File: config.mk
export PLATFORM = sky130hd
export DESIGN_NAME = word_compare_seq
export DESIGN_NICKNAME = d
export VERILOG_FILES = /design/src/rtl/word_compare_seq.sv
export SDC_FILE = /design/constraint.sdc
export NUM_CORES = 1
export LEC_CHECK = 0
export ABC_AREA = 1
export BUFFER_PORTS_ARGS = -buffer_cell sky130_fd_sc_hd__clkbuf_2
export CAP_MARGIN = 10
export CORE_MARGIN = 2
export CORE_UTILIZATION = 45
export CTS_BUF_LIST = sky130_fd_sc_hd__clkbuf_8
export CTS_CLUSTER_SIZE = 14
export DETAILED_ROUTE_END_ITERATION = 8
export PLACE_DENSITY = 0.74
export SETUP_SLACK_MARGIN = 0.05
export SLEW_MARGIN = 0
export SYNTH_ARGS = -nofsm -noshare
export SYNTH_HDL_FRONTEND = slang
export SYNTH_SLANG_ARGS = --single-unit
File: constraint.sdc
create_clock -name clk -period 4.34 [get_ports clk]
set_input_delay 0.651 -clock clk [delete_from_list [all_inputs] [get_ports clk]]
set_output_delay 0.651 -clock clk [all_outputs]
set_load 0.005 [all_outputs]
File: src/rtl/word_compare_seq.sv
// word_compare_seq: chunk-serial magnitude comparator with a four-phase req
// handshake. Operands are captured on the req rising into IDLE, compared
// CHUNK bits per cycle from the MSB end, and the first mismatching chunk ends
// the compare early. The result is held in DONE until req drops.
// WIDTH must be an integer multiple of CHUNK.
module word_compare_seq #(
    parameter int WIDTH  = 32,
    parameter int CHUNK  = 8,
    parameter int SIGNED = 0
) (
    input  logic                          clk,
    input  logic                          rst,
    input  logic                          req,
    input  logic [WIDTH-1:0]              x,
    input  logic [WIDTH-1:0]              y,
    output logic                          busy,
    output logic                          equal,
    output logic                          not_equal,
    output logic                          less,
    output logic                          greater,
    output logic [$clog2(WIDTH/CHUNK):0]  cycles
);

    localparam int NCHUNK = WIDTH / CHUNK;
    localparam int CW     = $clog2(NCHUNK) + 1;

    localparam logic [CW-1:0] IDX_ZERO = CW'(32'd0);
    localparam logic [CW-1:0] IDX_ONE  = CW'(32'd1);
    localparam logic [CW-1:0] IDX_LAST = CW'(NCHUNK - 1);
    localparam logic [CW-1:0] CYC_FULL = CW'(NCHUNK);

    typedef enum logic [1:0] {
        ST_IDLE = 2'd0,
        ST_CMP  = 2'd1,
        ST_DONE = 2'd2
    } state_t;

    state_t            state_r;
    state_t            next_state_s;

    // Captured operands; shifted left one chunk per matching step so the
    // chunk under test always sits in the top CHUNK bits.
    logic [WIDTH-1:0]  xa_r;
    logic [WIDTH-1:0]  ya_r;
    logic [WIDTH-1:0]  xa_next_s;
    logic [WIDTH-1:0]  ya_next_s;

    logic [CW-1:0]     idx_r;
    logic [CW-1:0]     idx_next_s;

    logic              busy_r;
    logic              equal_r;
    logic              not_equal_r;
    logic              less_r;
    logic              greater_r;
    logic [CW-1:0]     cycles_r;

    logic              busy_next_s;
    logic              equal_next_s;
    logic              not_equal_next_s;
    logic              less_next_s;
    logic              greater_next_s;
    logic [CW-1:0]     cycles_next_s;

    logic [CHUNK-1:0]  chunk_x_s;
    logic [CHUNK-1:0]  chunk_y_s;
    logic              chunk_neq_s;
    logic              chunk_lt_s;

    assign chunk_x_s = xa_r[WIDTH-1 -: CHUNK];
    assign chunk_y_s = ya_r[WIDTH-1 -: CHUNK];

    // Chunk compare; only the most significant chunk carries the sign.
    always_comb begin
        chunk_neq_s = (chunk_x_s != chunk_y_s);
        if ((SIGNED != 32'sd0) && (idx_r == IDX_ZERO)) begin
            chunk_lt_s = ($signed(chunk_x_s) < $signed(chunk_y_s));
        end else begin
            chunk_lt_s = (chunk_x_s < chunk_y_s);
        end
    end

    // Next-state and next-output logic for the handshake FSM.
    always_comb begin
        next_state_s     = state_r;
        xa_next_s        = xa_r;
        ya_next_s        = ya_r;
        idx_next_s       = idx_r;
        busy_next_s      = busy_r;
        equal_next_s     = equal_r;
        not_equal_next_s = not_equal_r;
        less_next_s      = less_r;
        greater_next_s   = greater_r;
        cycles_next_s    = cycles_r;

        case (state_r)
            ST_IDLE: begin
                busy_next_s      = 1'b0;
                equal_next_s     = 1'b0;
                not_equal_next_s = 1'b0;
                less_next_s      = 1'b0;
                greater_next_s   = 1'b0;
                cycles_next_s    = IDX_ZERO;
                idx_next_s       = IDX_ZERO;
                if (req) begin
                    xa_next_s    = x;
                    ya_next_s    = y;
                    busy_next_s  = 1'b1;
                    next_state_s = ST_CMP;
                end else begin
                    next_state_s = ST_IDLE;
                end
            end

            ST_CMP: begin
                if (!req) begin
                    // Abort: drop back without publishing any result.
                    busy_next_s      = 1'b0;
                    equal_next_s     = 1'b0;
                    not_equal_next_s = 1'b0;
                    less_next_s      = 1'b0;
                    greater_next_s   = 1'b0;
                    cycles_next_s    = IDX_ZERO;
                    idx_next_s       = IDX_ZERO;
                    next_state_s     = ST_IDLE;
                end else if (chunk_neq_s) begin
                    busy_next_s      = 1'b0;
                    not_equal_next_s = 1'b1;
                    less_next_s      = chunk_lt_s;
                    greater_next_s   = !chunk_lt_s;
                    cycles_next_s    = idx_r + IDX_ONE;
                    next_state_s     = ST_DONE;
                end else if (idx_r == IDX_LAST) begin
                    busy_next_s      = 1'b0;
                    equal_next_s     = 1'b1;
                    cycles_next_s    = CYC_FULL;
                    next_state_s     = ST_DONE;
                end else begin
                    idx_next_s       = idx_r + IDX_ONE;
                    xa_next_s        = xa_r << CHUNK;
                    ya_next_s        = ya_r << CHUNK;
                    next_state_s     = ST_CMP;
                end
            end

            ST_DONE: begin
                busy_next_s = 1'b0;
                if (!req) begin
                    equal_next_s     = 1'b0;
                    not_equal_next_s = 1'b0;
                    less_next_s      = 1'b0;
                    greater_next_s   = 1'b0;
                    cycles_next_s    = IDX_ZERO;
                    idx_next_s       = IDX_ZERO;
                    next_state_s     = ST_IDLE;
                end else begin
                    next_state_s     = ST_DONE;
                end
            end

            default: begin
                busy_next_s      = 1'b0;
                equal_next_s     = 1'b0;
                not_equal_next_s = 1'b0;
                less_next_s      = 1'b0;
                greater_next_s   = 1'b0;
                cycles_next_s    = IDX_ZERO;
                idx_next_s       = IDX_ZERO;
                next_state_s     = ST_IDLE;
            end
        endcase
    end

    // State, operand and output registers with synchronous reset.
    always_ff @(posedge clk) begin
        if (rst) begin
            state_r     <= ST_IDLE;
            xa_r        <= {WIDTH{1'b0}};
            ya_r        <= {WIDTH{1'b0}};
            idx_r       <= IDX_ZERO;
            busy_r      <= 1'b0;
            equal_r     <= 1'b0;
            not_equal_r <= 1'b0;
            less_r      <= 1'b0;
            greater_r   <= 1'b0;
            cycles_r    <= IDX_ZERO;
        end else begin
            state_r     <= next_state_s;
            xa_r        <= xa_next_s;
            ya_r        <= ya_next_s;
            idx_r       <= idx_next_s;
            busy_r      <= busy_next_s;
            equal_r     <= equal_next_s;
            not_equal_r <= not_equal_next_s;
            less_r      <= less_next_s;
            greater_r   <= greater_next_s;
            cycles_r    <= cycles_next_s;
        end
    end

    assign busy      = busy_r;
    assign equal     = equal_r;
    assign not_equal = not_equal_r;
    assign less      = less_r;
    assign greater   = greater_r;
    assign cycles    = cycles_r;

endmodule

[Word-level counts from Yosys, hierarchy flattened]
Cells that the tools add are included.
Storage, ports and cells
  bits in registers: 77
  output and inout port bits: 8
Cells by class
  add/subtract/negate cells: 1
  magnitude comparators: 1
  equal/unequal tests: 14
  mux-type cells: 44
  reduce and logical (&&, ||, !) cells: 8
Operators by type and width (count)
  32-bit 2-to-1 mux: 8
  32-bit case mux with 2 select lines: 2
  3-bit 2-to-1 mux: 7
  1-bit 2-to-1 mux: 15
  3-bit inequality test (second input constant): 4
  3-bit case mux with 2 select lines: 2
  2-bit inequality test (second input constant): 5
  1-bit case mux with 2 select lines: 5
  8-bit less-than comparator: 1
  2-bit 2-to-1 mux: 4
  8-bit inequality test: 1
  2-bit case mux with 3 select lines: 1
  3-bit AND reduction: 2
  5-bit AND reduction: 1
  4-bit inequality test (second input constant): 1
  2-bit AND reduction: 2
  3-bit by 1-bit adder with 3-bit output (second input constant): 1
  3-bit by 2-bit == test with 1-bit output (second input constant): 1
  2-bit by 1-bit == test with 1-bit output (second input constant): 1
  2-bit == test (second input constant): 1
  2-bit logical NOT: 1
  2-bit nonzero test: 1
  1-bit logical NOT: 1

[Logic depth before layout (Yosys ltp)]
  depth after elaboration: 5
  depth in mapped cells: 12

[Least setup slack after synthesis]
No wires, ideal clock.
  path kind: register to register
  start: register idx_r[0]
  end: register xa_r[1]
  library setup time: 0.117 ns
  data arrival time: 1.545 ns
  data required time: 4.223 ns
  path slack: 2.678 ns
  cell stages (with the launch flop): 13
  path buffers: 2
  clock period less this slack: 1.662 ns
  path through: dfxtp_1 > ha_1 > ha_1 > inv_1 > nand2_1 > nor2_4 > nand3_4 > nand2_2 > buf_6 > inv_6 > buf_6 > a21oi_2 > nor2_1
On the way
  word-level cells in the longest chain between the ends: 3
RTL lines
  start, declared: line 48  | logic [CW-1:0] idx_r;
  start signal, assigned: line 191  | idx_r <= idx_next_s;
  3-bit by 2-bit == test with 1-bit output: line 133  | end else if (idx_r == IDX_LAST) begin
  2-bit inequality test (no line)
  5-bit AND reduction (no line)
  end signal, assigned: line 178  | xa_r <= {WIDTH{1'b0}};
  end signal, assigned: line 189  | xa_r <= xa_next_s;
  end, declared: line 43  | logic [WIDTH-1:0] xa_r;
No other way between the ends.
A chain may end at the register's enable or synchronous reset.

[Worst setup path after layout]
  start: register idx_r[0]
  end: register ya_r[11]
On the way
  word-level cells in the longest chain between the ends: 3
RTL lines
  3-bit by 2-bit == test with 1-bit output: line 133
  2-bit inequality test (no line)
  5-bit AND reduction (no line)
  end signal, assigned: line 179  | ya_r <= {WIDTH{1'b0}};
  end signal, assigned: line 190  | ya_r <= ya_next_s;
  end, declared: line 44  | logic [WIDTH-1:0] ya_r;
No other way between the ends.

==> flow_metrics.py <==
metrics = {
    "run_status": {
        "status": "finished, final reports clean",
    },
    "floorplanning": {
        "dieArea_sq_um": 9060,
        "io_pins": 75,
        "core_area_sq_um": 8130,
        "die_w_microns": 95.2,
        "initial_utilization": 0.460,
        "die_h_microns": 95.2,
        "rows": 33,
    },
    "run": {
        "maxCapViolations": 0,
    },
    "yosys": {
        "synth_cell_types": 25,
        "syn-cell-area_sq_um": 3740,
        "syn-num-nets": 628,
        "synth_seq_cells": 77,
        "yosysSeqAreaShare": 0.412,
        "synth_area_leader_cell": "dfxtp_1",
        "synth_edf_count": 0,
        "ys.flop_type": "dfxtp_1",
        "synthTopCellsByCount": "174 x nand2_1, 122 x nor2_1, 77 x dfxtp_1",
        "ys_warn_count": 0,
        "yosysTopAreaCellShare": 0.412,
        "avgSynthCellArea_sq_um": 6.79,
        "ys_async_sr_fraction": 0,
        "syn_inst": 551,
        "synthTopCellsByArea": "dfxtp_1 41%, nand2_1 17%, nor2_1 12%",
        "synth_most_common_cell": "nand2_1",
    },
    "setup_path": {
        "critical_path_class": "flop to flop",
        "r2r_slack_ns": 2.01,
        "cp.required_ns": 4.57,
        "cp-end-kind": "flop",
        "crit_fanout": 62,
        "worstPathArrival_ns": 2.57,
        "critPathLaunchType": "flop",
    },
    "sta": {
        "relSlewSlack": 0.570,
        "min_period_ns": 2.33,
        "fin_ws_ns": 2.01,
        "max_freq_mhz": 429,
        "finalHoldViolCount": 0,
        "skew_ns": 0.00791,
        "finalSetupTns_ns": 0,
        "worstMarginPinSlew_ns": 0.645,
        "rsz0062_at_grt": "no",
        "finalSetupViolations": 0,
        "timing.final.max_slew_violations": 0,
        "period_share": 0.538,
    },
    "power_and_ir_drop": {
        "power_frac_clock": 0.342,
        "switchingPower_uw": 466,
        "vdd_drop_max_mv": 0.172,
        "p_per_area_nw_per_um2": 388,
        "seqPwrFrac": 0.485,
        "p_leak_nw": 2.13,
        "pwr-share-comb": 0.173,
        "cellInternalPower_mw": 1.18,
        "swShare": 0.283,
    },
    "global_routing": {
        "gr-usage-all-layers": 0.206,
        "grt_overflow_total": 0,
        "grt_first_pass_wirelength_mm": 14.8,
        "met2_usage": 0.337,
        "antenna_found_initial": 0,
        "busiest_layer": "met2",
        "use_met1": 0.263,
        "grt_max_degree": 63,
        "grt_pass1_vias": 3363,
        "grtUsageMet3": 0.0356,
    },
    "final_layout": {
        "drive_above_1_share": 0.188,
        "nets": 684,
        "area_growth_pct": 13.7,
        "final_area_sq_um": 4260,
        "n_antenna_cell": 0,
    },
    "clocking": {
        "cts.reportedPaths.clkPinSlew_ns": 0.08,
        "root_buffer": "clkbuf_8",
        "cts_tree": "built",
        "ctsLongestPathBuffers": 2,
        "cts_sinks": 77,
        "cts_hold_buf": 0,
        "clock_latency_ns": 0.34,
        "htreeDepth": 3,
        "postCtsResizedCells": 0,
        "post_cts_buffers": 0,
        "cts_buffers": 9,
    },
    "place": {
        "place_ws_ns": 2.02,
        "placed_area_sq_um": 4040,
        "place_hpwl_mm": 5.85,
        "gp_congestion": 0.856,
        "portBuffers": 74,
    },
    "worst_hold_path": {
        "hold_class": "flop to flop",
    },
    "routing": {
        "viasPerCell": 5.01,
        "vias": 3592,
        "dr.pass1.iters": 4,
        "drt-total-wl_mm": 8.62,
        "antenna_left": 0,
        "wl_per_cell_microns": 12.0,
        "drtIter0Drc": 163,
        "route.detailed.drc": 0,
    },
}
[power groups by stage]
stage | Combinational (mW) | Clock, mW | Sequential (mW)
after floorplan | 0.229 | 0 | 0.806
after global placement | 0.280 | 0 | 0.814
after detailed placement | 0.285 | 0 | 0.815
after CTS | 0.288 | 0.573 | 0.799
after global routing | 0.333 | 0.600 | 0.806
final | 0.286 | 0.564 | 0.800
[worst paths after layout]
| path | end | from | cells after the start |
|---|---|---|---|
| worst max-delay path | ya_r[11]$_SDFFE_PP0P_ | idx_r[0]$_SDFFE_PP0P_ | 10 |
| worst min-delay path | equal$_SDFFE_PP0P_ | equal$_SDFFE_PP0P_ | 2 |
| worst max register to register | ya_r[11]$_SDFFE_PP0P_ | idx_r[0]$_SDFFE_PP0P_ | 10 |
| worst min register to register | equal$_SDFFE_PP0P_ | equal$_SDFFE_PP0P_ | 2 |
[kinds of logic after synthesis]
kind of cell / count (synthesis) / share of synthesized area
buf+inv: 55 / 0.0846
flops: 77 / 0.412
simple gates: 316 / 0.332
compound gates: 93 / 0.138
fa+ha+maj: 10 / 0.0334
[sequential cells by signal (all words and copies together), names as in the netlist]
signal     flops
busy           1
cycles         3
equal          1
greater        1
idx_r          3
less           1
not_equal      1
state_r        2
xa_r          32
ya_r          32
[worst max-delay path, stage by stage, from the launching register on]
cell and delay (ns):
dfxtp_1 0.33, ha_1 0.20, ha_1 0.21, inv_1 0.07, nand2_1 0.08, nor2_4 0.10
nand3_4 0.12, nand2_2 0.46, inv_6 0.33, nor2_1 0.22, nor2_1 0.06
[cell usage in the layout, fill, tap and decap left out, types with 3 or more instances in the layout]
cell,instances
nand2_1,174
nor2_1,122
dfxtp_1,77
clkbuf_2,74
o21ai_0,52
inv_1,21
a21oi_1,16
a21oi_2,12
clkbuf_8,12
o21ai_1,11
ha_1,10
nand3_1,9
buf_4,4
nor2_2,3
[through the flow]
| stage | util | hold slack [ns] | total power, mW | instances |
|---|---|---|---|---|
| 2_1_floorplan | - | 0.447 | 1.03 | 551 |
| 3_3_place_gp | 0.497 | 0.441 | 1.09 | 701 |
| 3_5_place_dp | 0.497 | 0.443 | 1.10 | 701 |
| 4_1_cts | 0.523 | 0.456 | 1.66 | 717 |
| 5_1_grt | 0.523 | 0.480 | 1.74 | 717 |
| 6_report | 0.523 | 0.451 | 1.65 | 717 |
[area by class of cell]
type / count / area (sq um)
clock buffers: 12 / 165
clock inverters: 4 / 46.3
fillers: 801 / 3880
inverters: 22 / 87.6
multi-input cells: 419 / 1880
flip-flops and latches: 77 / 1540
well taps: 105 / 131
repair buffers: 78 / 400
[metal layers]
| layer | vias to the layer above | share of wire | wire, microns |
|---|---|---|---|
| met5 | - | 0 | 0 |
| met4 | 0 | 0.023 | 194 |
| met3 | 16 | 0.049 | 423 |
| met2 | 84 | 0.47 | 4080 |
| met1 | 1648 | 0.45 | 3920 |
| li1 | 1844 | - | - |
(Power assumes the default switching activity.)
